<file path="config.mk">
export PLATFORM = sky130hd
export DESIGN_NAME = pulse_to_hsk
export DESIGN_NICKNAME = d
export VERILOG_FILES = /design/src/rtl/pulse_to_hsk.sv
export SDC_FILE = /design/constraint.sdc
export NUM_CORES = 1
export LEC_CHECK = 0
export ABC_AREA = 1
export BUFFER_PORTS_ARGS = -buffer_cell sky130_fd_sc_hd__buf_2
export CORE_AREA = 5 5 42 44
export CTS_CLUSTER_SIZE = 30
export DETAILED_ROUTE_END_ITERATION = 10
export DIE_AREA = 0 0 47 49
export SYNTH_ARGS = -nofsm -noshare
export SYNTH_HDL_FRONTEND = slang
export SYNTH_SLANG_ARGS = --single-unit
</file>
<file path="constraint.sdc">
create_clock -name aclk -period 1.74 [get_ports aclk]
set_clock_uncertainty 0.15 [all_clocks]
set_input_delay 0.087 -clock aclk [delete_from_list [all_inputs] [get_ports aclk]]
set_output_delay 0.087 -clock aclk [all_outputs]
set_load 0.02 [all_outputs]
</file>
<file path="src/rtl/pulse_to_hsk.sv">
// -----------------------------------------------------------------------------
// pulse_to_hsk
//
// Converts single-clock-domain event pulses into a valid/ready handshake.
// Every rising edge of pulse_i is one event, however many cycles the pulse
// stays high. Events are held in a saturating counter and handed to the
// consumer one per handshake. Events that arrive while the counter is full
// and nothing drains in the same cycle are dropped. A drop raises a sticky
// overflow flag.
//
// Parameters
//   CNT_W      width of the pending-event counter (1..8)
//
// Ports
//   aclk       clock, rising edge
//   arstn      asynchronous active-low reset
//   pulse_i    event pulse, already synchronous to aclk
//   tvalid_o   at least one event is available (registered)
//   tready_i   consumer accepts one event when tvalid_o is high
//   pending_o  number of buffered, not yet accepted events (registered)
//   overflow_o sticky: at least one event was dropped (registered)
//   clr_ovf_i  synchronous clear of overflow_o; a new drop on the same edge wins
// -----------------------------------------------------------------------------
module pulse_to_hsk #(
    parameter int CNT_W = 4
) (
    input  logic             aclk,
    input  logic             arstn,
    input  logic             pulse_i,
    output logic             tvalid_o,
    input  logic             tready_i,
    output logic [CNT_W-1:0] pending_o,
    output logic             overflow_o,
    input  logic             clr_ovf_i
);

    localparam logic [CNT_W-1:0] CNT_MAX = '1;

    logic             prev_reg;
    logic [CNT_W-1:0] cnt_reg;
    logic             tvalid_reg;
    logic             ovf_reg;

    logic             event_det;
    logic             pop;
    logic             drop;
    logic [CNT_W-1:0] cnt_next;
    logic             ovf_next;

    // prev_reg resets to 1, so a pulse that is already high when reset is
    // released is not treated as an event.
    assign event_det = pulse_i & ~prev_reg;
    assign pop       = tvalid_reg & tready_i;

    // A simultaneous event and pop cancel out. This holds even when the
    // counter is full, so that case is never a drop.
    assign drop = event_det & ~pop & (cnt_reg == CNT_MAX);

    always_comb begin
        cnt_next = cnt_reg;
        if (event_det && !pop && (cnt_reg != CNT_MAX)) begin
            cnt_next = cnt_reg + 1'b1;
        end else if (pop && !event_det) begin
            // pop implies tvalid_reg, and tvalid_reg implies cnt_reg != 0,
            // so this cannot wrap below zero.
            cnt_next = cnt_reg - 1'b1;
        end
    end

    always_comb begin
        ovf_next = ovf_reg;
        if (drop) begin
            ovf_next = 1'b1;
        end else if (clr_ovf_i) begin
            ovf_next = 1'b0;
        end
    end

    // tvalid is derived from the next counter value. It is therefore
    // registered, yet always equal to (cnt_reg != 0). As a result it cannot
    // drop while events remain.
    always_ff @(posedge aclk or negedge arstn) begin
        if (!arstn) begin
            prev_reg   <= 1'b1;
            cnt_reg    <= '0;
            tvalid_reg <= 1'b0;
            ovf_reg    <= 1'b0;
        end else begin
            prev_reg   <= pulse_i;
            cnt_reg    <= cnt_next;
            tvalid_reg <= (cnt_next != '0);
            ovf_reg    <= ovf_next;
        end
    end

    assign tvalid_o   = tvalid_reg;
    assign pending_o  = cnt_reg;
    assign overflow_o = ovf_reg;

endmodule

</file>
[Yosys cells after proc, flatten, opt, wreduce, memory -nomap -nowiden]
Cells that the tools add are included.
Cells by class
  reduce and logical (&&, ||, !) cells: 7
  magnitude comparators: 0
  equal/unequal tests: 2
  add/subtract/negate cells: 2
  div/mod/pow operators: 0
  shift operators: 0
  bitwise logic cells: 6
  $mul: 0
  multiplexer cells: 4
Operators with widths (number)
  $mux 4: 2
  $add 4x1->4 const B: 1
  $and 1x1->1: 4
  $eq 4x4->1 const B: 1
  $ne 4x4->1 const B: 1
  $reduce_bool 4->1: 1
  $sub 4x1->4 const B: 1
  $logic_and 1x1->1: 3
  $logic_not 1->1: 2
  $mux 1: 2
  $not 1->1: 2
  $reduce_bool 2->1: 1
Word-level totals
  output and inout port bits: 6
  logic and storage cells: 25
  memories: 0
  register bits after elaboration: 7
  bits in read-only memories: 0
  RAM bits: 0
  latch bits: 0

[Longest topological paths before layout]
Gate-level depths: netlist of the first run.
  depth after elaboration: 7
  mapped depth: 10

[Worst setup path after synthesis of the first run]
Ideal clock, no wire load.
  kind: reg-to-reg
  from: register cnt_reg[0], in the netlist pending_o[0]
  to: register tvalid_reg, in the netlist tvalid_o
  slack: 114 ps
  stages on the path, launching flop included: 8
  required time: 1473 ps
  library setup time: 117 ps
  arrival time: 1359 ps
  path through: dfrtp_1 ha_1 nand3_4 nand3_2 nand2_2 xor2_2 nor2_1 nand2_1
On the way
  word-level cells in the longest chain between the ends: 4
RTL lines
  from (decl): RTL line 40  | logic [CNT_W-1:0] cnt_reg;
  from (signal assigned): RTL line 90  | cnt_reg <= cnt_next;
  $sub 4x1->4 / $ne 4x4->1 (equally long branches): RTL line 66, 61
  $mux 4 / $logic_and 1x1->1 (equally long branches): RTL line 63, 61
  $mux 4 (*): RTL line 61  | if (event_det && !pop && (cnt_reg != CNT_MAX)) begin
  named net cnt_next[0]: RTL line 47  | logic [CNT_W-1:0] cnt_next;
  $reduce_bool 4->1 (*): RTL line 91  | tvalid_reg <= (cnt_next != '0);
  to (signal assigned): RTL line 91
  to (decl): RTL line 41  | logic tvalid_reg;
The timed path passes the listed nets; every way through them passes the cells marked *.
A chain may end at the register's enable or synchronous reset.

[Worst setup path in the final report of the first run]
Ends and elaborated chain as after synthesis.

==> PnR_summary.wiki, run 1 <==
{| class="wikitable"
! Metric !! Value
|-
| Count of clock tree sinks || 7
|-
| Async set-or-reset flop fraction in the synthesized netlist || 100%
|-
| Crit-path max cell delay || 400 ps
|-
| Netlist area before placement || between 400 and 500 sq um
|-
| Detailed-route wire length || 834 um
|-
| Ys Warns || 0
|-
| Final Wtd Congestion || roughly 0.72
|-
| Critical path capture point type || flop
|-
| Cell mode on critical path || sky130_fd_sc_hd__nand2_1
|-
| Post-synth top cells || 10 x sky130_fd_sc_hd__nand2_1, 6 x sky130_fd_sc_hd__dfrtp_1, 6 x sky130_fd_sc_hd__nand2_2, 6 x sky130_fd_sc_hd__nand3_1, 5 x sky130_fd_sc_hd__inv_1
|-
| Pin count of the biggest net entering global routing || 8
|-
| Required time reported for the critical path endpoint || 1720 ps
|-
| Maximum level of the CTS H-tree || 1
|-
| CTS tree || done
|-
| Share of power burned in registers || a little under a third
|-
| Post-synthesis register bit count || 7
|-
| Initial core utilization || 32.9%
|-
| Distinct cells, synth || 20
|-
| Total area of multi-input combinational cells || between 200 and 250 sq um
|-
| Relative max-transition margin || 80.1%
|-
| Clock buffers created by TritonCTS || 3
|-
| Post-cts gate resize count || 0
|-
| Total number of vias || about 360
|-
| Synthesized netlist net count || 60
|-
| Maximum buffer depth of the clock tree || 2
|-
| Shortest period the worst path allows || approximately 1600 ps
|-
| Number of flip-flops in the largest register || 4
|-
| Rows || 14
|-
| Startpoint type of the worst setup path || flop
|-
| Post-route insts no fill || 86
|-
| Parity-gate share of the synthesized area counting xor and xnor cells || about 7.3%
|-
| Maximum vdd drop || just under 900 uV
|-
| Antenna-violating nets left || 0
|-
| Power Density || 1670 nW/um^2
|-
| Chip Width || ~47 um
|-
| Setup Viol. Count Final || 0
|-
| Worst Path Max Fanout || 5
|-
| Post-DR wirelength/cell || between 9 and 10 um
|-
| Count of routing violations after the opening detailed-route iteration || 1
|-
| Number of hold buffers added after CTS || 3
|-
| Via count of the first global-routing pass || between 300 and 400
|-
| Final setup TNS || 0 ps
|-
| Via-per-instance ratio || between 4 and 5
|-
| Pins Over Slew Limit || 0
|-
| Combinational family with the most area after synthesis || simple AND/OR/NAND/NOR gates
|-
| Number of maximum-capacitance constraint violations || 0
|-
| Utilization after layout || about two fifths
|-
| Switching Share || 46.4%
|-
| FILL cells || approximately 140
|-
| Fin crit share || 90.1%
|-
| Aggregate global-route resource usage || 9.23%
|-
| Number of cells after detailed placement || about 80
|-
| Total net switching power || between 400 and 500 uW
|-
| Port buffer count || 10
|-
| Synthesized-area fraction occupied by ao, oa, aoi and oai cells || under 10%
|-
| Iteration count of the initial detailed-routing pass || 2
|-
| Critical path cell sequence || ha_1 > nand3_4 > nand3_2 > nand2_2 > nand2_1 > nand2_1 > nand2_2 > nor2_2 > nand2_1
|-
| Leakage power || about 0.00029 uW
|-
| Share of synthesized area spent on multiplexers || 0%
|-
| Avg Inst Size Synth || 8.71 sq um
|-
| Number of synthesized flops with an enable pin || 0
|-
| Clk Latency, worst-skew pair || between 200 and 250 ps
|-
| Vert. Die Dim || between 40 and 50 um
|-
| Clk network pwr share || about 14%
|-
| Synth Area in Simple Gates || 36.9%
|-
| CP max stage cell || sky130_fd_sc_hd__dfrtp_1
|-
| Layout cells sized above 1 || between 40% and 50%
|-
| Global-route wire length before repair || around 1.5 mm
|-
| Final Net Count || between 70 and 80
|-
| Post-Synthesis Cells || 53
|-
| Number of hold violations in the final report || 0
|-
| Layout-stage area growth over the synthesis result || 26.6%
|-
| Total half-perimeter wirelength after legalization and detailed placement || 699 um
|-
| Unrepaired setup endpoints after global routing || false
|-
| Clk root buf || sky130_fd_sc_hd__clkbuf_4
|-
| Adder and majority cell fraction of the synthesized area || between 5 and 6%
|-
| Primary FF master, synth || sky130_fd_sc_hd__dfrtp_1
|-
| Slew @ Worst Pin || between 200 and 300 ps
|-
| DRC violation count after routing || 0
|-
| Total overflow reported by the global router || 0
|-
| Critical Path AT || roughly 1600 ps
|-
| Synth area leaders || sky130_fd_sc_hd__dfrtp_1 33%, sky130_fd_sc_hd__nand2_1 8.1%, sky130_fd_sc_hd__nand2_2 8.1%
|-
| Number of antenna violations at the first check in global routing || 0
|-
| Area share of the largest cell type after synthesis || approximately a third
|-
| Internal || about 520 uW
|-
| Combinational Power Share || a little over half
|-
| IO Pins || 11
|-
| Placeable Area || about 1400 sq um
|-
| Class of the tightest hold or removal check || in -> reg
|-
| Total die area || 2300 sq um
|-
| Most frequent cell after synthesis || sky130_fd_sc_hd__nand2_1
|-
| Diode count || 0
|-
| Status || complete, no violations
|-
| Worst Setup Path Type || reg -> reg
|-
| Count of buffers added by post-CTS timing repair for setup || 0
|-
| Clock slew at the register clock pins of the worst setup and hold paths || 50 ps
|-
| Combined flip-flop and latch cell area || roughly 180 sq um
|-
| Fmax || about 0.64 GHz
|-
| Sequential element share of the synthesized area || roughly two fifths
|-
| Yosys top cell by area || sky130_fd_sc_hd__dfrtp_1
|}
## worst paths after layout
check,cells after the start,slack (ps),to,startpoint
worst max register to register,9,170,tvalid_o$_DFF_PN0_,pending_o[0]$_DFF_PN0_
worst min register to register,2,370,overflow_o$_DFFE_PN0P_,overflow_o$_DFFE_PN0P_
worst max-delay path,9,170,tvalid_o$_DFF_PN0_,pending_o[0]$_DFF_PN0_
worst min-delay path,4,50,overflow_o$_DFFE_PN0P_,tready_i
min in group asynchronous,2,60,pending_o[1]$_DFF_PN0_,arstn
max in group asynchronous,2,1160,prev_reg$_DFF_PN1_,arstn
## placed cells by master (no fill, tap or decap)
| cell type | count |
|---|---|
| sky130_fd_sc_hd__a21oi_1 | 1 |
| sky130_fd_sc_hd__buf_2 | 10 |
| sky130_fd_sc_hd__buf_4 | 1 |
| sky130_fd_sc_hd__clkbuf_1 | 1 |
| sky130_fd_sc_hd__clkbuf_4 | 3 |
| sky130_fd_sc_hd__dfrtp_1 | 6 |
| sky130_fd_sc_hd__dfstp_2 | 1 |
| sky130_fd_sc_hd__dlygate4sd3_1 | 3 |
| sky130_fd_sc_hd__ha_1 | 2 |
| sky130_fd_sc_hd__inv_1 | 5 |
| sky130_fd_sc_hd__inv_2 | 2 |
| sky130_fd_sc_hd__nand2_1 | 10 |
| sky130_fd_sc_hd__nand2_2 | 6 |
| sky130_fd_sc_hd__nand2_4 | 1 |
| sky130_fd_sc_hd__nand3_1 | 6 |
| sky130_fd_sc_hd__nand3_2 | 1 |
| sky130_fd_sc_hd__nand3_4 | 1 |
| sky130_fd_sc_hd__nor2_1 | 2 |
| sky130_fd_sc_hd__nor2_2 | 3 |
| sky130_fd_sc_hd__o21ai_1 | 1 |
| sky130_fd_sc_hd__o32ai_1 | 1 |
| sky130_fd_sc_hd__xnor2_1 | 1 |
| sky130_fd_sc_hd__xor2_1 | 1 |
| sky130_fd_sc_hd__xor2_2 | 1 |
## through the flow
stage	total power, uW	hold WS, ps	area [sq um]	worst slack, ps
after floorplan	715	-359	462	114
after global placement	834	-228	528	171
after detailed placement	843	-227	528	165
after CTS	994	47.5	584	147
after global routing	1080	87.2	584	46.1
final	974	54.6	584	172
## kinds of logic (layout without fill, tap and decap cells)
family                   Yosys count  after routing
buffers and inverters              8             25
adder cells (fa/ha/maj)            2              2
AND/OR/NAND/NOR                   30             30
XOR/XNOR                           3              3
flip-flops                         7              7
AO/OA/AOI/OAI                      3              3
## power groups by stage
stage                     Sequential [uW]  Clock, uW  Combinational, uW
final                                 307        138                529
after global routing                  321        150                604
after CTS                             309        144                541
after detailed placement              310          0                533
after global placement                310          0                525
after floorplan                       365          0                350
## critical path: cells and delay by family, from the launching register on
family | cells | cell delay, ps
DFF | 1 | 400
and+or+nand+nor | 8 | 640
adders and majority gates | 1 | 260
## metal layers
layer,track usage (%),wire (um),vias up,share of wire [%]
met1,10.8,381,158,46
met4,5.53,0,0,0
met2,15.2,439,5,53
li1,-,-,200,-
met5,0,0,-,0
met3,1.11,14,0,1.7
## area by class of cell
class | count | share of cell area (%)
multi-input cells | 38 | 42.4
flip-flops and latches | 7 | 30.2
repair buffers | 14 | 15.0
clock buffers | 4 | 4.50
inverters | 7 | 4.50
well taps | 16 | 3.43
Note: power is estimated with default switching activity, not from simulation.
==> run 2: changes to the inputs <==
Settings changed: CELL_PAD_IN_SITES_DETAIL_PLACEMENT set to 1, CELL_PAD_IN_SITES_GLOBAL_PLACEMENT set to 2, CORE_AREA 5 5 42 44 to not set, CORE_UTILIZATION set to 28, DIE_AREA 0 0 47 49 to not set, PLACE_DENSITY_LB_ADDON set to 0.1.
==> run 2 against run 1 <==
Compared with the run above:
- total power is 2.7% higher
- clock-buffer cell count unchanged
- worst setup slack worse by 1.7 ps
- via count up 5.2%
- combinational power increased by 6.2%
- wire length grew 9.0%
- die area shrank 21%
- global-route usage is 3.6 points higher
- fmax is 0.11% lower
- core utilization down 2.9 points
- final cell count up 1.2%
- non-clock buffer count grew 1
==> PnR_summary.wiki, run 2 (synthesized netlist as in run 1, its figures left out) <==
{| class="wikitable"
! Metric !! Value
|-
| Worst Setup Path Type || reg -> reg (unchanged)
|-
| Met1 GRT Util || 16.2% (was 10.8%)
|-
| Layout-stage area growth over the synthesis result || 28.2% (was 26.6%)
|-
| Status || complete, no violations (unchanged)
|-
| Fmax || 0.637 GHz (was 0.638 GHz)
|-
| Number of maximum-capacitance constraint violations || 0 (unchanged)
|-
| Aggregate global-route resource usage || 12.9% (was 9.23%)
|-
| Clock buffers created by TritonCTS || 3 (unchanged)
|-
| Unrepaired setup endpoints after global routing || false (unchanged)
|-
| Clk root buf || sky130_fd_sc_hd__clkbuf_4 (unchanged)
|-
| Final Wtd Congestion || 0.695 (was 0.722)
|-
| IO Pins || 11 (unchanged)
|-
| Final hold slack || 47.4 ps (was 54.6 ps)
|-
| Top library cells by usage in the layout, fill and taps aside || 10 x sky130_fd_sc_hd__nand2_1, 10 x sky130_fd_sc_hd__buf_2, 6 x sky130_fd_sc_hd__nand2_2, 6 x sky130_fd_sc_hd__nand3_1, 6 x sky130_fd_sc_hd__dfrtp_1 (unchanged)
|-
| Number of antenna violations at the first check in global routing || 0 (unchanged)
|-
| Startpoint type of the worst setup path || flop (unchanged)
|-
| Total die area || 1820 sq um (was 2300 sq um)
|-
| Maximum buffer depth of the clock tree || 2 (unchanged)
|-
| Relative max-transition margin || 80.5% (was 80.1%)
|-
| Required time reported for the critical path endpoint || 1730 ps (was 1720 ps)
|-
| Number of hold violations in the final report || 0 (unchanged)
|-
| Chip Width || 42.6 um (was 47 um)
|-
| CTS tree || done (unchanged)
|-
| Iteration count of the initial detailed-routing pass || 3 (was 2)
|-
| Number of flip-flops in the largest register || 4 (unchanged)
|-
| Pin count of the biggest net entering global routing || 8 (unchanged)
|-
| Count of routing violations after the opening detailed-route iteration || 3 (was 1)
|-
| DRC violation count after routing || 0 (unchanged)
|-
| Setup Viol. Count Final || 0 (unchanged)
|-
| Placeable Area || 1520 sq um (was 1400 sq um)
|-
| Worst slack, placed || 134 ps (was 165 ps)
|-
| Vert. Die Dim || 42.6 um (was 49 um)
|-
| Post-DR wirelength/cell || 10.4 um (was 9.70 um)
|-
| Global-route wire length before repair || 1.63 mm (was 1.55 mm)
|-
| Post-cts gate resize count || 0 (unchanged)
|-
| Final setup TNS || 0 ps (unchanged)
|-
| Shortest period the worst path allows || 1570 ps (about the same)
|-
| Instance area at placement || 536 sq um (was 528 sq um)
|-
| Met3 routing resource usage after global routing || 2.59% (was 1.11%)
|-
| Diode count || 0 (unchanged)
|-
| Via-per-instance ratio || 4.39 (was 4.22)
|-
| Port buffer count || 10 (unchanged)
|-
| Detailed-route wire length || 909 um (was 834 um)
|-
| Worst Path Max Fanout || 5 (unchanged)
|-
| Cell area after layout || 592 sq um (was 584 sq um)
|-
| Met2 track utilization from global routing || 18.5% (was 15.2%)
|-
| Class of the tightest hold or removal check || in -> async (was in -> reg)
|-
| Rows || 14 (unchanged)
|-
| Maximum level of the CTS H-tree || 1 (unchanged)
|-
| Pins Over Slew Limit || 0 (unchanged)
|-
| Clock slew at the register clock pins of the worst setup and hold paths || 50 ps (about the same)
|-
| Total overflow reported by the global router || 0 (unchanged)
|-
| Maximum vdd drop || 625 uV (was 878 uV)
|-
| Count of buffers added by post-CTS timing repair for setup || 0 (unchanged)
|-
| Leakage power || 0.000294 uW (was 0.000289 uW)
|-
| Final Net Count || 79 (was 78)
|-
| Fin crit share || 90.2% (was 90.1%)
|-
| Count of clock tree sinks || 7 (unchanged)
|-
| Clk Latency, worst-skew pair || 250 ps (was 240 ps)
|-
| Post-layout worst setup margin || 170 ps (was 172 ps)
|-
| Initial core utilization || 30.3% (was 32.9%)
|-
| Critical path capture point type || flop (unchanged)
|-
| Via count of the first global-routing pass || 392 (was 391)
|-
| Power Density || 1690 nW/um^2 (was 1670 nW/um^2)
|-
| Slew @ Worst Pin || 293 ps (was 298 ps)
|-
| Total number of vias || 382 (was 363)
|-
| Layer carrying the most global-route usage || met2 (unchanged)
|-
| Critical Path AT || 1560 ps (was 1550 ps)
|-
| Antenna-violating nets left || 0 (unchanged)
|-
| Layout cells sized above 1 || 43.7% (was 42.9%)
|-
| Total half-perimeter wirelength after legalization and detailed placement || 792 um (was 699 um)
|}
## run 2: cell types whose count changed in the layout (fill, tap and decap cells not counted)
cell / previous run / this run
sky130_fd_sc_hd__buf_4: 1 / 2
## run 2: per-stage QoR
step,util [%],total power (uW),cells
after global routing,38.8,1100,87
after CTS,38.8,1030,87
after global placement,35.1,874,80
after detailed placement,35.1,873,80
after floorplan,-,715,53
final,38.8,1000,87
## run 2: path summary, 6_finish.rpt
kind,startpoint,slack (ps),end,depth (start not counted)
hold reg to reg,overflow_o$_DFFE_PN0P_,390,overflow_o$_DFFE_PN0P_,2
hold / removal,arstn,50,pending_o[2]$_DFF_PN0_,2
max in group asynchronous,arstn,1170,prev_reg$_DFF_PN1_,2
min in group aclk,tready_i,70,overflow_o$_DFFE_PN0P_,4
setup / recovery,pending_o[0]$_DFF_PN0_,170,tvalid_o$_DFF_PN0_,9
setup reg to reg,pending_o[0]$_DFF_PN0_,170,tvalid_o$_DFF_PN0_,9
## run 2: critical path, stage by stage, from the launching register on
cell and delay, ps:
sky130_fd_sc_hd__dfrtp_1 410, sky130_fd_sc_hd__ha_1 260, sky130_fd_sc_hd__nand3_4 120, sky130_fd_sc_hd__nand3_2 120, sky130_fd_sc_hd__nand2_2 100, sky130_fd_sc_hd__nand2_1 50, sky130_fd_sc_hd__nand2_1 60, sky130_fd_sc_hd__nand2_2 60
sky130_fd_sc_hd__nor2_2 80, sky130_fd_sc_hd__nand2_1 50
## run 2: metal layers
metal	up-vias	routed length (um)
met1	172	460
met3	2	8
li1	203	-
met2	5	423
met4	0	16
met5	-	0
## run 2: final cells by class
cell class | count | area [sq um]
Fill cell | 191 | 932
Multi-Input combinational cell | 38 | 248
Sequential cell | 7 | 176
Timing Repair Buffer | 15 | 95.1
Clock buffer | 4 | 26.3
Inverter | 7 | 26.3
Tap cell | 16 | 20.0
## run 2: power by group
part | internal (uW) | switching [uW] | leakage [uW]
registers | 226 | 71.9 | 0.0000818
logic | 224 | 338 | 0.000197
clock network | 87.1 | 53.5 | 0.0000150
total | 537 | 463 | 0.000294
## run 2: what timing repair did
| item | in CTS | in global routing |
|---|---|---|
| hold buffers | 3 | 0 |
| hold endpoints to repair | 9 | 0 |
| endpoints found under the setup margin | 0 | 0 |
==> run 3: changes to the inputs <==
Settings changed: CELL_PAD_IN_SITES_DETAIL_PLACEMENT 1 to not set, CELL_PAD_IN_SITES_GLOBAL_PLACEMENT 2 to not set, CORE_AREA set to 2 2 39 41, CORE_UTILIZATION 28 to not set, DIE_AREA set to 0 0 41 43, PLACE_DENSITY_LB_ADDON 0.1 to not set.
==> run 3 against run 2 <==
Compared with the run above:
- fmax fell by 1.9%
- critical path type unchanged
- clock power barely moved
- hold slack improved by 5.0 ps
- register-to-register slack got worse by 30 ps
==> PnR_summary.wiki, run 3 (synthesized netlist as in run 1, its figures left out) <==
{| class="wikitable"
! Metric !! Value
|-
| Total half-perimeter wirelength after legalization and detailed placement || 706 um (was 792 um)
|-
| Count of clock tree sinks || 7 (unchanged)
|-
| Number of hold violations in the final report || 0 (unchanged)
|-
| Total number of vias || 376 (was 382)
|-
| Antenna-violating nets left || 0 (unchanged)
|-
| Via-per-instance ratio || 4.42 (was 4.39)
|-
| CTS tree || done (unchanged)
|-
| Fin crit share || 91.9% (was 90.2%)
|-
| Class of the tightest hold or removal check || in -> async (unchanged)
|-
| Slew @ Worst Pin || 311 ps (was 293 ps)
|-
| Layout-stage area growth over the synthesis result || 25.5% (was 28.2%)
|-
| Shortest period the worst path allows || 1600 ps (was 1570 ps)
|-
| Aggregate global-route resource usage || 13.6% (was 12.9%)
|-
| Number of antenna violations at the first check in global routing || 0 (unchanged)
|-
| Worst Path Max Fanout || 5 (unchanged)
|-
| Crit. Startpoint || pending_o[0]$_DFF_PN0_ (unchanged)
|-
| Worst R2R Setup Slack || 140 ps (was 170 ps)
|-
| Post-layout worst setup margin || 140 ps (was 170 ps)
|-
| Layer carrying the most global-route usage || met2 (unchanged)
|-
| Final hold slack || 52.4 ps (was 47.4 ps)
|-
| Top library cells by usage in the layout, fill and taps aside || 10 x sky130_fd_sc_hd__nand2_1, 10 x sky130_fd_sc_hd__buf_2, 6 x sky130_fd_sc_hd__nand2_2, 6 x sky130_fd_sc_hd__nand3_1 (was 10 x sky130_fd_sc_hd__nand2_1, 10 x sky130_fd_sc_hd__buf_2, 6 x sky130_fd_sc_hd__nand2_2, 6 x sky130_fd_sc_hd__nand3_1, 6 x sky130_fd_sc_hd__dfrtp_1)
|-
| Vert. Die Dim || 43 um (was 42.6 um)
|-
| Met1 GRT Util || 13.4% (was 16.2%)
|-
| DRC violation count after routing || 0 (unchanged)
|-
| Relative max-transition margin || 79.2% (was 80.5%)
|-
| Worst slack, placed || 93.8 ps (was 134 ps)
|-
| Pin count of the biggest net entering global routing || 8 (unchanged)
|-
| Startpoint type of the worst setup path || flop (unchanged)
|-
| Unrepaired setup endpoints after global routing || false (unchanged)
|-
| Via count of the first global-routing pass || 396 (was 392)
|-
| Final setup TNS || 0 ps (unchanged)
|-
| IO Pins || 11 (unchanged)
|-
| Critical Path AT || 1590 ps (was 1560 ps)
|-
| Critical path capture point type || flop (unchanged)
|-
| Maximum buffer depth of the clock tree || 2 (unchanged)
|-
| Number of maximum-capacitance constraint violations || 0 (unchanged)
|-
| Diode count || 0 (unchanged)
|-
| Rows || 14 (unchanged)
|-
| Number of flip-flops in the largest register || 4 (unchanged)
|-
| Global-route wire length before repair || 1.52 mm (was 1.63 mm)
|-
| Port buffer count || 10 (unchanged)
|-
| Clock buffers created by TritonCTS || 3 (unchanged)
|-
| Required time reported for the critical path endpoint || 1730 ps (about the same)
|-
| Worst Setup Path Type || reg -> reg (unchanged)
|-
| Post-DR wirelength/cell || 10.0 um (was 10.4 um)
|-
| Fmax || 0.625 GHz (was 0.637 GHz)
|-
| Maximum level of the CTS H-tree || 1 (unchanged)
|-
| Instance area at placement || 520 sq um (was 536 sq um)
|-
| Final Wtd Congestion || 0.727 (was 0.695)
|-
| Status || complete, no violations (unchanged)
|-
| Detailed-route wire length || 852 um (was 909 um)
|-
| FILL cells || 147 (was 191)
|-
| Met2 track utilization from global routing || 22.8% (was 18.5%)
|-
| Chip Width || 41 um (was 42.6 um)
|-
| Reg2reg start || pending_o[0]$_DFF_PN0_ (unchanged)
|-
| Clock slew at the register clock pins of the worst setup and hold paths || 50 ps (about the same)
|-
| Utilization after layout || 41.9% (was 38.8%)
|-
| Count of routing violations after the opening detailed-route iteration || 2 (was 3)
|-
| Power Density || 1670 nW/um^2 (was 1690 nW/um^2)
|-
| Initial core utilization || 33.4% (was 30.3%)
|-
| Layout cells sized above 1 || 44.9% (was 43.7%)
|-
| Pins Over Slew Limit || 0 (unchanged)
|-
| Clk Latency, worst-skew pair || 250 ps (about the same)
|-
| Placeable Area || 1380 sq um (was 1520 sq um)
|-
| Maximum vdd drop || 573 uV (was 625 uV)
|-
| Setup Viol. Count Final || 0 (unchanged)
|-
| Iteration count of the initial detailed-routing pass || 3 (unchanged)
|-
| Leakage power || 0.000286 uW (was 0.000294 uW)
|-
| Count of buffers added by post-CTS timing repair for setup || 0 (unchanged)
|-
| Cell area after layout || 579 sq um (was 592 sq um)
|-
| Met3 routing resource usage after global routing || 1.57% (was 2.59%)
|-
| Total overflow reported by the global router || 0 (unchanged)
|-
| Clk root buf || sky130_fd_sc_hd__clkbuf_4 (unchanged)
|-
| Final Net Count || 77 (was 79)
|-
| Total die area || 1760 sq um (was 1820 sq um)
|}
==> run 3: cell types whose count changed in the layout (fill, tap and decap cells not counted) <==
| cell | delta |
|---|---|
| sky130_fd_sc_hd__buf_4 | -2 |
| sky130_fd_sc_hd__clkbuf_1 | -1 |
| sky130_fd_sc_hd__clkinv_2 | +1 |
| sky130_fd_sc_hd__dfrtp_1 | -1 |
| sky130_fd_sc_hd__dfrtp_2 | +1 |
==> run 3: worst paths after layout <==
| path | to | cells after the start |
|---|---|---|
| worst max register to register | tvalid_o$_DFF_PN0_ | 9 |
| worst max-delay path | tvalid_o$_DFF_PN0_ | 9 |
| worst min-delay path | tvalid_o$_DFF_PN0_ | 2 |
| worst min register to register | overflow_o$_DFFE_PN0P_ | 2 |
| min in group aclk | overflow_o$_DFFE_PN0P_ | 4 |
| max in group asynchronous | prev_reg$_DFF_PN1_ | 2 |
==> run 3: per-stage QoR <==
| step | std cells | power (uW) |
|---|---|---|
| floorplan | 53 | 715 |
| global placement | 78 | 826 |
| detailed placement | 78 | 833 |
| CTS | 85 | 987 |
| global route | 85 | 1070 |
| finish | 85 | 969 |
==> run 3: layout make-up <==
class / count / area [sq um] / area share [%]
tap: 16 / 20.0 / 3.46
multi-input combinational: 38 / 248 / 42.8
clock inverter: 1 / 5.00 / 0.864
timing repair buffer: 13 / 80.1 / 13.8
clock buffer: 3 / 22.5 / 3.89
inverter: 7 / 26.3 / 4.54
sequential: 7 / 178 / 30.7
==> run 3: repair_timing <==
action                                  CTS  global route
hold endpoints to repair                  9             0
endpoints found under the setup margin    0             1
hold buffers                              3             0
gates resized for setup                   0             1
==> run 3: power breakdown <==
group          total [uW]  internal, uW  switching (uW)  leakage [uW]
Combinational         507           195             313      0.000187
Clock                 142          83.8            58.6     0.0000177
Sequential            319           228            91.0     0.0000808
==> run 3: worst max-delay path, stage by stage, from the launching register on <==
cell	delay [ps]
sky130_fd_sc_hd__dfrtp_2	450
sky130_fd_sc_hd__ha_1	260
sky130_fd_sc_hd__nand3_4	120
sky130_fd_sc_hd__nand3_2	110
sky130_fd_sc_hd__nand2_2	100
sky130_fd_sc_hd__nand2_1	50
sky130_fd_sc_hd__nand2_1	60
sky130_fd_sc_hd__nand2_2	60
sky130_fd_sc_hd__nor2_2	70
sky130_fd_sc_hd__nand2_1	50
==> run 3: per-layer routing <==
layer	vias up	part of all wire, %
li1	198	-
met1	177	38
met2	1	60
met3	0	1.1
met4	0	0
met5	-	0
